===== src/rtl/button_debounce_pulse.sv =====
// Push-button conditioner: synchronizes a raw, bouncing button into the clk domain,
// debounces it and turns accepted edges into single-cycle press/release strobes,
// with an optional auto-repeat of press_pulse while the button stays held.
// The FSM state is brought out on fsm_state so checkers can follow it.
module button_debounce_pulse #(
  parameter int SYNC_STAGES     = 2,
  parameter int DEBOUNCE_CYCLES = 1000000,
  parameter int REPEAT_EN       = 1,
  parameter int REPEAT_DELAY    = 50000000,
  parameter int REPEAT_PERIOD   = 10000000,
  parameter int CNT_WIDTH       = 26
) (
  input  logic       clk,
  input  logic       rst,
  input  logic       en,
  input  logic       BTN,
  output logic       btn_level,
  output logic       press_pulse,
  output logic       release_pulse,
  output logic [1:0] fsm_state
);

  typedef enum logic [1:0] {
    IDLE      = 2'd0,
    ARMING    = 2'd1,
    HELD      = 2'd2,
    RELEASING = 2'd3
  } state_t;

  // Counters compare against "last sample/edge" values: a state is entered with the
  // count already reflecting the edge that caused the entry.
  localparam logic [CNT_WIDTH-1:0] DEB_LAST = CNT_WIDTH'(DEBOUNCE_CYCLES - 1);
  localparam logic [CNT_WIDTH-1:0] DLY_LAST = CNT_WIDTH'(REPEAT_DELAY - 1);
  localparam logic [CNT_WIDTH-1:0] PER_LAST = CNT_WIDTH'(REPEAT_PERIOD - 1);
  localparam logic [CNT_WIDTH-1:0] CNT_ONE  = CNT_WIDTH'(1);

  state_t                 state;
  logic [SYNC_STAGES-1:0] sync_q;
  logic                   s;
  logic [CNT_WIDTH-1:0]   cnt;
  logic [CNT_WIDTH-1:0]   rep_cnt;
  logic                   rep_phase;  // 0: waiting for first repeat, 1: periodic repeats
  logic [CNT_WIDTH-1:0]   rep_last;

  assign s         = sync_q[SYNC_STAGES-1];
  assign rep_last  = rep_phase ? PER_LAST : DLY_LAST;
  assign fsm_state = state;

  // Synchronizer chain: the raw button only ever enters through here.
  always_ff @(posedge clk or negedge rst) begin
    if (!rst) begin
      sync_q <= '0;
    end else begin
      sync_q <= {sync_q[SYNC_STAGES-2:0], BTN};
    end
  end

  // Debounce/repeat FSM with registered level and strobe outputs.
  always_ff @(posedge clk or negedge rst) begin
    if (!rst) begin
      state         <= IDLE;
      cnt           <= '0;
      rep_cnt       <= '0;
      rep_phase     <= 1'b0;
      btn_level     <= 1'b0;
      press_pulse   <= 1'b0;
      release_pulse <= 1'b0;
    end else begin
      press_pulse   <= 1'b0;
      release_pulse <= 1'b0;
      case (state)
        IDLE: begin
          btn_level <= 1'b0;
          if (s) begin
            state   <= ARMING;
            cnt     <= CNT_ONE;
            rep_cnt <= '0;
          end
        end
        ARMING: begin
          if (!s) begin
            // Too short to be a press: drop it silently.
            state   <= IDLE;
            cnt     <= '0;
            rep_cnt <= '0;
          end else if (cnt >= DEB_LAST) begin
            state       <= HELD;
            btn_level   <= 1'b1;
            press_pulse <= en;
            cnt         <= '0;
            rep_cnt     <= '0;
            rep_phase   <= 1'b0;
          end else if (cnt != '1) begin
            cnt <= cnt + 1'b1;
          end
        end
        HELD: begin
          if (!s) begin
            state   <= RELEASING;
            cnt     <= CNT_ONE;
            rep_cnt <= '0;
          end else if (REPEAT_EN != 0 && rep_cnt >= rep_last) begin
            press_pulse <= en;
            rep_cnt     <= '0;
            rep_phase   <= 1'b1;
          end else if (rep_cnt != '1) begin
            rep_cnt <= rep_cnt + 1'b1;
          end
        end
        RELEASING: begin
          if (s) begin
            // Bounce back to held: no strobe, repeat schedule starts over.
            state     <= HELD;
            cnt       <= '0;
            rep_cnt   <= '0;
            rep_phase <= 1'b0;
          end else if (cnt >= DEB_LAST) begin
            state         <= IDLE;
            btn_level     <= 1'b0;
            release_pulse <= en;
            cnt           <= '0;
            rep_cnt       <= '0;
          end else if (cnt != '1) begin
            cnt <= cnt + 1'b1;
          end
        end
        default: begin
          state <= IDLE;
          cnt   <= '0;
        end
      endcase
    end
  end

endmodule

===== config.mk =====
export PLATFORM = sky130hd
export DESIGN_NAME = button_debounce_pulse
export DESIGN_NICKNAME = d
export VERILOG_FILES = /design/src/rtl/button_debounce_pulse.sv
export SDC_FILE = /design/constraint.sdc
export NUM_CORES = 1
export LEC_CHECK = 0
export BUFFER_PORTS_ARGS = -buffer_cell sky130_fd_sc_hd__clkbuf_2
export CAP_MARGIN = 40
export CORE_ASPECT_RATIO = 1.25
export CORE_UTILIZATION = 40
export CTS_CLUSTER_SIZE = 40
export DETAILED_ROUTE_END_ITERATION = 8
export PLACE_DENSITY_LB_ADDON = 0.05
export SYNTH_ARGS = -nofsm -noshare
export SYNTH_HDL_FRONTEND = slang
export SYNTH_SLANG_ARGS = --single-unit
export TNS_END_PERCENT = 10

===== constraint.sdc =====
create_clock -name clk -period 4 [get_ports clk]
set_clock_uncertainty 0.05 [all_clocks]
set_input_delay 0.2 -clock clk [delete_from_list [all_inputs] [get_ports clk]]
set_output_delay 0.2 -clock clk [all_outputs]
set_load 0.01 [all_outputs]

==> summary.txt, run 1 <==
Clocking
  – Total clock sinks: 60
  – Clk_lat worst skew: 0.33 ns
  – Resized cells post-CTS: 0
  – H-tree Lvls: 3
  – CTS root buffer: clkbuf_16
  – CTS tree: yes
  – Clock Tree Buf Depth: 2
  – Num CTS Buffers: 9
  – Clock transition at the registers of the reported paths: 0.05 ns

Worst hold path
  – Hold Crit Endpoint: press_pulse
  – HP Class: input pin to flop
  – Hold Startpoint: en
  – Hold-critical path depth: 3

Routing
  – Via count: 3615
  – Drt wl/cell: 19.0 um
  – Final antenna-violating net count: 0
  – Drt first pass iters: 6
  – Iteration-0 DRC count of the detailed router: 145
  – Vias/cell: 6.18
  – Drt total wl: 11.1 mm
  – DR DRC count: 0

Floorplanning
  – Num ports: 9
  – Initial Util: 41.9%
  – DIE WIDTH: 90.4 um
  – Rows: 39
  – Die area: 0.0102 mm2
  – Core Region: 0.00932 mm2
  – Die Y: 112 um

Setup path
  – CP max FO: 13
  – Critical setup path kind: flop to flop
  – Worst reg-to-reg setup slack: 0.66 ns
  – Worst R2R Path Depth: 8
  – Max stage delay on crit path: 0.62 ns
  – CP max-delay cell: o41ai_4
  – Worst R2R End: rep_cnt[8]
  – Crit-path cells: ha_1 -> and4b_1 -> nand3_1 -> o41ai_4 -> or2_1 -> o21ai_2 -> buf_4 -> o32ai_1
  – RR Startpoint: rep_phase
  – Required @ worst endpoint: 4.18 ns
  – Crit start category: flop
  – Worst Path Arrival: 3.52 ns
  – Crit end category: flop

Global routing
  – GR peak layer: met2
  – First-pass GRT wire length: 18.3 mm
  – Number of global-route vias before repair: 3613
  – Total grt overflow: 0
  – Largest net degree at the start of global routing: 29
  – Grt met1 use: 26.3%
  – Initial antenna violation count: 0
  – All-layer global routing usage: 23.0%
  – Grt met3 use: 3.79%
  – M2 GR Usage: 41.3%

Power and ir drop
  – P_int: 1.33 mW
  – Combinational power share: 35.9%
  – Pleak: 1.85 nW
  – NetSw: 0.866 mW
  – Pwr/cell area: 498 mW/mm2
  – Reg power frac: 31.4%
  – VDD IR max: 0.000280 V
  – Clk pwr share: 32.7%
  – Sw Share: 39.5%

Synthesis
  – Netlist cell types: 62
  – EDFF count, synth: 0
  – Syn Nets: 462
  – Asr flop ratio synth: 100%
  – Most instantiated cells after synthesis: 60 x dfrtp_1, 37 x inv_1, 28 x nand3_1, 28 x nor2_1, 27 x nand2_1
  – Top post-synthesis cells by area: dfrtp_1 38%, ha_1 4.5%, o32ai_1 4.0%, nand3_1 3.6%, inv_1 3.6%
  – Top-count cell post-synth: dfrtp_1
  – Post-Syn Area: 0.00391 mm2
  – Post-synthesis instance total: 444
  – #FFs+latches synth: 60
  – Yosys top cell by area: dfrtp_1
  – Sequential share of the synthesized area: 38.4%
  – YS warnings: 0
  – Avg Inst Size Synth: 8.80 um2
  – Ys flop type: dfrtp_1
  – Yosys top cell area share: 38.4%

STA
  – Final Hold Fails: 0
  – Worst-Margin Slew: 0.952 ns
  – Fin. max-slew vios: 0
  – Setup violators final: 0
  – Total Neg Setup Slack: 0 ns
  – Unrepaired setup endpoints after global routing: false
  – Part of the cycle the worst path needs: 83.5%
  – Slew margin rel.: 35.9%
  – Fmax achieved: 299 MHz
  – Tmin final: 3.34 ns

Placement
  – # port buffers: 8
  – Dpl cells: 568
  – DP Wirelength: 7.85 mm
  – Placer congestion estimate: 0.831

Run status
  – Status: completed

Finish
  – Share of cells above drive strength 1: 9.74%
  – Diodes inserted: 0
  – Area delta synth->final: 12.7%
  – Final nets: 476
  – Final cell count without fillers: 585
  – Fill count: 924

Flow run
  – Max-capacitance violation count: 0
[area by class of cell]
class	instances	area, um2	share of cell area, %
inverters	38	143	3.24
multi-input cells	326	2170	49.2
flip-flops and latches	60	1500	34.1
clock buffers	13	260	5.91
well taps	123	154	3.50
clock inverters	2	10.0	0.227
repair buffers	23	168	3.81
[power by group through the flow]
stage	sequential [mW]	clock [mW]	combinational (mW)
final	0.688	0.716	0.788
after global routing	0.694	0.760	0.860
after global placement	0.695	0	0.788
after CTS	0.688	0.730	0.791
after floorplan	0.690	0	0.524
after detailed placement	0.698	0	0.785
[cell families (layout without fill, tap and decap cells)]
kind of cell | after synthesis | after routing | share of synthesized area (%)
multiplexers | 1 | 1 | 0.288
adder cells (fa/ha/maj) | 14 | 14 | 4.48
AND/OR/NAND/NOR | 179 | 179 | 24.9
XOR/XNOR | 3 | 3 | 0.673
flip-flops | 60 | 60 | 38.4
AO/OA/AOI/OAI | 129 | 129 | 25.0
buffers and inverters | 58 | 76 | 6.15
[flip-flops by register name, indices dropped and copies added, names as in the netlist, named ones only]
signal and flops:
rep_cnt 26, btn_level 1, fsm_state 1, cnt 26, sync_q 2, release_pulse 1, press_pulse 1, rep_phase 1
[repair_timing]
action	4_1_cts	5_1_grt
buffers inserted	0	0
hold buffers	2	0
endpoints found under the hold margin	36	0
endpoints found under the setup margin	0	0
[critical path, delay by kind of cell, from the launching register on]
kind                       cells  cell delay [ns]
AOI/OAI and AO/OA              3             1.14
and+or+nand+nor                3             0.92
DFF                            1             0.50
adders and majority gates      1             0.39
buffers and inverters          1             0.24
[layout by cell type, fill, tap and decap left out, types with 12 or more instances in the layout]
cell type | Yosys | routed
nor4_1 | 12 | 12
inv_1 | 37 | 37
ha_1 | 14 | 14
a31oi_1 | 12 | 12
nand3_1 | 28 | 28
nor3_1 | 19 | 19
nand2_1 | 27 | 27
and3_1 | 13 | 13
dfrtp_1 | 60 | 60
a21oi_1 | 23 | 23
nand4_1 | 13 | 13
nor2_1 | 28 | 27
o32ai_1 | 18 | 18
[per-layer routing]
| metal | vias to the layer above | wire [um] |
|---|---|---|
| met5 | - | 0 |
| met4 | 0 | 317 |
| met3 | 22 | 232 |
| met2 | 48 | 5700 |
| met1 | 1805 | 4840 |
| li1 | 1740 | - |
[stage by stage]
| step | worst slack (ns) | hold slack [ns] | utilization [%] | instance area, um2 | power, mW |
|---|---|---|---|---|---|
| CTS | 0.693 | 0.0594 | 47.2 | 4400 | 2.21 |
| floorplan | 1.28 | -0.146 | - | 3910 | 1.21 |
| global placement | 0.795 | 0.260 | 43.9 | 4090 | 1.48 |
| global route | 0.432 | 0.0834 | 47.2 | 4400 | 2.31 |
| finish | 0.659 | 0.0666 | 47.2 | 4400 | 2.19 |
| detailed placement | 0.717 | 0.0387 | 44.1 | 4110 | 1.48 |
[worst max path at each step]
stage	to	cells past startpoint	slack, ns	start
final	rep_cnt[8]	8	0.66	rep_phase
after global routing	rep_cnt[8]	8	0.43	rep_phase
after CTS	rep_cnt[8]	8	0.69	rep_phase
after detailed placement	rep_cnt[11]	8	0.72	rep_phase
after global placement	rep_cnt[2]	8	0.80	rep_phase
after floorplan	rep_cnt[14]	10	1.28	rep_phase
(Power assumes the default switching activity.)
==> run 2, diff against run 1 <==
==> constraint.sdc (replaced) <==
create_clock -name clk -period 3.5 [get_ports clk]
set_clock_uncertainty 0.05 [all_clocks]
set_input_delay 0.175 -clock clk [delete_from_list [all_inputs] [get_ports clk]]
set_output_delay 0.175 -clock clk [all_outputs]
set_load 0.01 [all_outputs]
==> run 2 against run 1 <==
Effect of this change:
- die area is the same
- design area up 1.7%
- flip-flop and latch count unchanged
- count of clock-buffer cells in the layout rose by 2
- sequential power increased by 14%
- largest cell class unchanged
- largest power group unchanged
- core utilization is 0.81 points higher
- highest routed layer unchanged
- hold slack worse by 0.040 ns
- non-clock buffer count rose by 7
- fmax grew 2.4%
- first-iteration DRC count is 24% higher
==> summary.txt, run 2 (synthesis gave the netlist of run 1 again) <==
Power and ir drop
  – Pwr/cell area: 568 mW/mm2
  – VDD IR max: 0.000340 V
  – Power Total: 2.54 mW
  – Pleak: 1.89 nW

Setup path
  – CP max FO: 18
  – Worst R2R Path Depth: 8
  – Worst reg-to-reg setup slack: 0.24 ns
  – Crit end category: flop
  – Required @ worst endpoint: 3.67 ns
  – RR Startpoint: rep_phase
  – Crit start category: flop
  – Worst R2R End: rep_cnt[14]
  – Worst Path Arrival: 3.44 ns
  – Critical setup path kind: flop to flop

STA
  – Setup violators final: 0
  – Total Neg Setup Slack: 0 ns
  – Slew margin rel.: 40.2%
  – Worst-Margin Slew: 0.897 ns
  – Unrepaired setup endpoints after global routing: false
  – Fmax achieved: 307 MHz
  – Tmin final: 3.26 ns
  – Part of the cycle the worst path needs: 93.2%
  – Final Hold Fails: 0
  – Fin. max-slew vios: 0

Clocking
  – CTS root buffer: clkbuf_16
  – H-tree Lvls: 3
  – CTS tree: yes
  – Cts hold-fix bufs: 2
  – Clk_lat worst skew: 0.34 ns
  – Clock transition at the registers of the reported paths: 0.05 ns
  – Setup Buffers After CTS: 0
  – Num CTS Buffers: 9
  – Total clock sinks: 60
  – Clock Tree Buf Depth: 2
  – Resized cells post-CTS: 0

Finish
  – Multi-input logic area: 0.00217 mm2
  – Share of cells above drive strength 1: 11.1%
  – Seq. cell area: 0.00150 mm2
  – Final cell count without fillers: 593
  – Biggest regs: cnt: 26 flops, rep_cnt: 26 flops, sync_q: 2 flops
  – Diodes inserted: 0
  – Fill count: 915
  – Most common cell after layout, fill and taps aside: dfrtp_1
  – Highest-count cells in the layout ignoring fill and taps: 60 x dfrtp_1, 37 x inv_1, 28 x nand3_1
  – Final nets: 483
  – Area delta synth->final: 14.6%

Global routing
  – First-pass GRT wire length: 19.3 mm
  – All-layer global routing usage: 24.5%
  – Number of global-route vias before repair: 3705
  – Largest net degree at the start of global routing: 30
  – Total grt overflow: 0
  – Initial antenna violation count: 0

Floorplanning
  – DIE WIDTH: 90.4 um
  – Die Y: 112 um
  – Num ports: 9
  – Core Region: 0.00932 mm2
  – Die area: 0.0102 mm2
  – Initial Util: 41.9%
  – Rows: 39

Run status
  – Status: completed

Flow run
  – Max-capacitance violation count: 0

Routing
  – Drt total wl: 11.4 mm
  – Drt wl/cell: 19.2 um
  – Iteration-0 DRC count of the detailed router: 180
  – DR DRC count: 0
  – Via count: 3631
  – Final antenna-violating net count: 0
  – Drt first pass iters: 4
  – Vias/cell: 6.12

Worst hold path
  – Hold-critical path depth: 3
  – HP Class: input pin to flop
  – Hold Crit Endpoint: press_pulse
  – Hold Startpoint: en

Placement
  – Placer congestion estimate: 0.823
  – Dpl cells: 575
  – DP Wirelength: 8.20 mm
  – # port buffers: 8
[run 2: cell count changes in the layout (fill, tap and decap cells not counted), sizes merged]
cell / before / now
buf: 14 / 21
clkinv: 3 / 2
clkbuf: 20 / 22
[run 2: routing by layer]
metal	vias to the layer above	wire (um)	track usage, %	share of wire, %
met2	66	6060	44.0	53
li1	1762	-	-	-
met4	0	396	13.8	3.5
met5	-	0	0	0
met1	1777	4630	28.1	41
met3	26	316	3.18	2.8
[run 2: stage by stage]
stage	setup slack [ns]	area, um2	hold slack, ns	utilization (%)
3_5_place_dp	0.302	4180	0.0573	44.8
5_1_grt	0.0262	4480	0.0360	48.0
4_1_cts	0.275	4480	0.0246	48.0
3_3_place_gp	0.448	4140	0.236	44.4
2_1_floorplan	0.783	3910	-0.171	-
6_report	0.238	4480	0.0269	48.0
[run 2: worst max-delay path by stage]
stage / endpoint / depth (start not counted) / from / slack [ns]
2_1_floorplan: rep_cnt[14] / 10 / rep_phase / 0.78
3_3_place_gp: rep_cnt[3] / 8 / rep_phase / 0.45
3_5_place_dp: rep_cnt[14] / 8 / rep_phase / 0.30
4_1_cts: rep_cnt[14] / 8 / rep_phase / 0.28
5_1_grt: rep_cnt[20] / 8 / rep_phase / 0.03
6_report: rep_cnt[14] / 8 / rep_phase / 0.24
[run 2: where the power goes]
group | internal (mW) | switching, mW | total [mW]
registers | 0.735 | 0.0510 | 0.786
logic | 0.291 | 0.623 | 0.914
clock network | 0.536 | 0.309 | 0.846
[run 2: area by class of cell]
cell class | instances | share of cell area (%)
clock buffers | 15 | 6.20
clock inverters | 1 | 0.112
inverters | 38 | 3.19
multi-input cells | 326 | 48.4
flip-flops and latches | 60 | 33.5
well taps | 123 | 3.44
repair buffers | 30 | 5.14
[run 2: critical path, stage by stage (launching register included)]
cell and delay (ns):
dfrtp_1 0.49, ha_1 0.38, and4b_1 0.28, nand3_1 0.18
o41ai_4 0.62, or2_1 0.47, o21ai_2 0.12, buf_4 0.22
o32ai_1 0.33
==> run 3, diff against run 2 <==
--- a/config.mk
+++ b/config.mk
@@ -11,7 +11,9 @@
 export CORE_UTILIZATION = 40
 export CTS_CLUSTER_SIZE = 40
 export DETAILED_ROUTE_END_ITERATION = 8
+export GPL_ROUTABILITY_DRIVEN = 0
 export PLACE_DENSITY_LB_ADDON = 0.05
+export SETUP_SLACK_MARGIN = 0.3
 export SYNTH_ARGS = -nofsm -noshare
 export SYNTH_HDL_FRONTEND = slang
 export SYNTH_SLANG_ARGS = --single-unit
==> run 3 against run 2 <==
Effect of this change:
- largest power group unchanged
- power rose by 0.15%
- design area barely moved
- via count fell by 0.55%
- sequential share of layout area barely moved
- setup slack improved by 0.28 ns
- flip-flop and latch count did not move
- die area did not move
- fmax rose by 9.2%
- critical path type unchanged
- register-to-register slack improved by 0.28 ns
- first-iteration DRC count rose by 5.6%
==> summary.txt, run 3 (synthesis gave the netlist of run 1 again) <==
Finish
  – Area delta synth->final: 14.7%
  – Final nets: 483
  – Biggest regs: cnt: 26 flops, rep_cnt: 26 flops, sync_q: 2 flops
  – Fill count: 914
  – Design Area, Final: 0.00448 mm2
  – Most common cell after layout, fill and taps aside: dfrtp_1
  – Final cell count without fillers: 593
  – Diodes inserted: 0
  – Highest-count cells in the layout ignoring fill and taps: 60 x dfrtp_1, 37 x inv_1, 28 x nand3_1
  – Share of cells above drive strength 1: 11.3%

Routing
  – Met2 wire length: 6.04 mm
  – Final antenna-violating net count: 0
  – Max layer used: met4
  – Iteration-0 DRC count of the detailed router: 190
  – Met3 wire len: 231 um
  – M1 wire length: 4.71 mm
  – Drt wl/cell: 19.2 um
  – Drt total wl: 11.4 mm
  – Via count: 3611
  – DR DRC count: 0
  – Drt first pass iters: 5
  – Vias/cell: 6.09

Global routing
  – Initial antenna violation count: 0
  – All-layer global routing usage: 24.5%
  – Largest net degree at the start of global routing: 30
  – Total grt overflow: 0
  – First-pass GRT wire length: 19.3 mm
  – Number of global-route vias before repair: 3689

Placement
  – Dpl cells: 575
  – Post-placement cell area: 0.00418 mm2
  – DP Wirelength: 8.20 mm
  – # port buffers: 8

STA
  – Final Hold Fails: 0
  – Tmin final: 2.99 ns
  – Setup violators final: 0
  – Worst-Margin Slew: 0.891 ns
  – Part of the cycle the worst path needs: 85.3%
  – Unrepaired setup endpoints after global routing: false
  – Fmax achieved: 335 MHz
  – Total Neg Setup Slack: 0 ns
  – Slew margin rel.: 40.6%
  – Fin. max-slew vios: 0

Setup path
  – Worst R2R End: rep_cnt[14]
  – Crit start category: flop
  – Crit-path cells: ha_1 -> and4b_1 -> nand3_1 -> o41ai_4 -> or2_4 -> o21ai_2 -> buf_4 -> o32ai_1
  – Buffers plus inverters on the worst setup path: 1
  – Critical Path Start: rep_phase
  – Required @ worst endpoint: 3.67 ns
  – CP max FO: 18
  – Max stage delay on crit path: 0.55 ns
  – Largest delay share family, worst path: compound AO/OA/AOI/OAI gates
  – RR Startpoint: rep_phase
  – Worst R2R Path Depth: 8
  – Critical path depth: 8
  – Worst reg-to-reg setup slack: 0.51 ns
  – Critical setup path kind: flop to flop
  – Worst Path Arrival: 3.16 ns
  – Crit end category: flop
  – CP Capture Point: rep_cnt[14]
  – CP max-delay cell: o41ai_4

Clocking
  – CTS root buffer: clkbuf_16
  – H-tree Lvls: 3
  – CTS tree: yes
  – Num CTS Buffers: 9
  – Clock transition at the registers of the reported paths: 0.05 ns
  – Clk_lat worst skew: 0.34 ns
  – Clock Tree Buf Depth: 2
  – Total clock sinks: 60
  – Setup Buffers After CTS: 0

Floorplanning
  – Core Region: 0.00932 mm2
  – Die Y: 112 um
  – Die area: 0.0102 mm2
  – Initial Util: 41.9%
  – Num ports: 9
  – Rows: 39
  – DIE WIDTH: 90.4 um

Flow run
  – Max-capacitance violation count: 0

Run status
  – Status: completed

Worst hold path
  – HP Class: input pin to flop

Power and ir drop
  – VDD IR max: 0.000340 V
  – Pleak: 1.89 nW
  – Pwr/cell area: 569 mW/mm2
[run 3: changes by cell type in the layout (fill, tap and decap cells not counted)]
cell   before  now
or2_1       2    1
or2_4       0    1
[run 3: per-layer routing]
layer	global-route usage, %	vias up
met5	0	-
met1	28.2	1764
met2	44.1	62
li1	-	1759
met3	2.91	26
met4	13.3	0
[run 3: repair_timing]
| item | 4_1_cts | 5_1_grt |
|---|---|---|
| hold buffers | 2 | 0 |
| pin swaps | 0 | 1 |
| hold endpoints to repair | 14 | 0 |
| resized for setup | 1 | 0 |
| gates cloned | 0 | 0 |
| endpoints found under the setup margin | 1 | 14 |
[run 3: tightest hold or removal path, stage by stage]
cell and delay, ns:
clkbuf_2 0.09, nand4_1 0.08, nor2_1 0.03
[run 3: power breakdown]
part | total (mW) | leakage, nW | switching, mW | internal [mW]
logic | 0.918 | 0.930 | 0.625 | 0.293
clock network | 0.846 | 0.140 | 0.309 | 0.536
registers | 0.786 | 0.823 | 0.0507 | 0.735
[run 3: how the worst min path moves through the flow]
| stage | cells past startpoint | start | to | slack (ns) |
|---|---|---|---|---|
| after detailed placement | 1 | rst | rep_cnt[16] | 0.06 |
| final | 3 | en | press_pulse | 0.03 |
| after CTS | 3 | en | press_pulse | 0.02 |
| after floorplan | 0 | rst | async pin | -0.17 |
| after global placement | 1 | BTN | sync_q[0] | 0.24 |
| after global routing | 3 | en | press_pulse | 0.04 |
[run 3: final cells by class]
cell class | count | area (um2) | area share (%)
Clock buffer | 15 | 278 | 6.20
Clock inverter | 1 | 5.00 | 0.112
Inverter | 38 | 143 | 3.18
Multi-Input combinational cell | 326 | 2170 | 48.4
Tap cell | 123 | 154 | 3.43
Timing Repair Buffer | 30 | 230 | 5.14
Sequential cell | 60 | 1500 | 33.5
[run 3: through the flow]
stage | setup WS (ns) | total power [mW] | util (%) | hold WS (ns)
2_1_floorplan | 0.783 | 1.39 | - | -0.171
3_3_place_gp | 0.448 | 1.69 | 44.4 | 0.236
3_5_place_dp | 0.302 | 1.72 | 44.8 | 0.0573
4_1_cts | 0.457 | 2.57 | 48.1 | 0.0246
5_1_grt | 0.321 | 2.71 | 48.1 | 0.0360
6_report | 0.513 | 2.55 | 48.1 | 0.0284
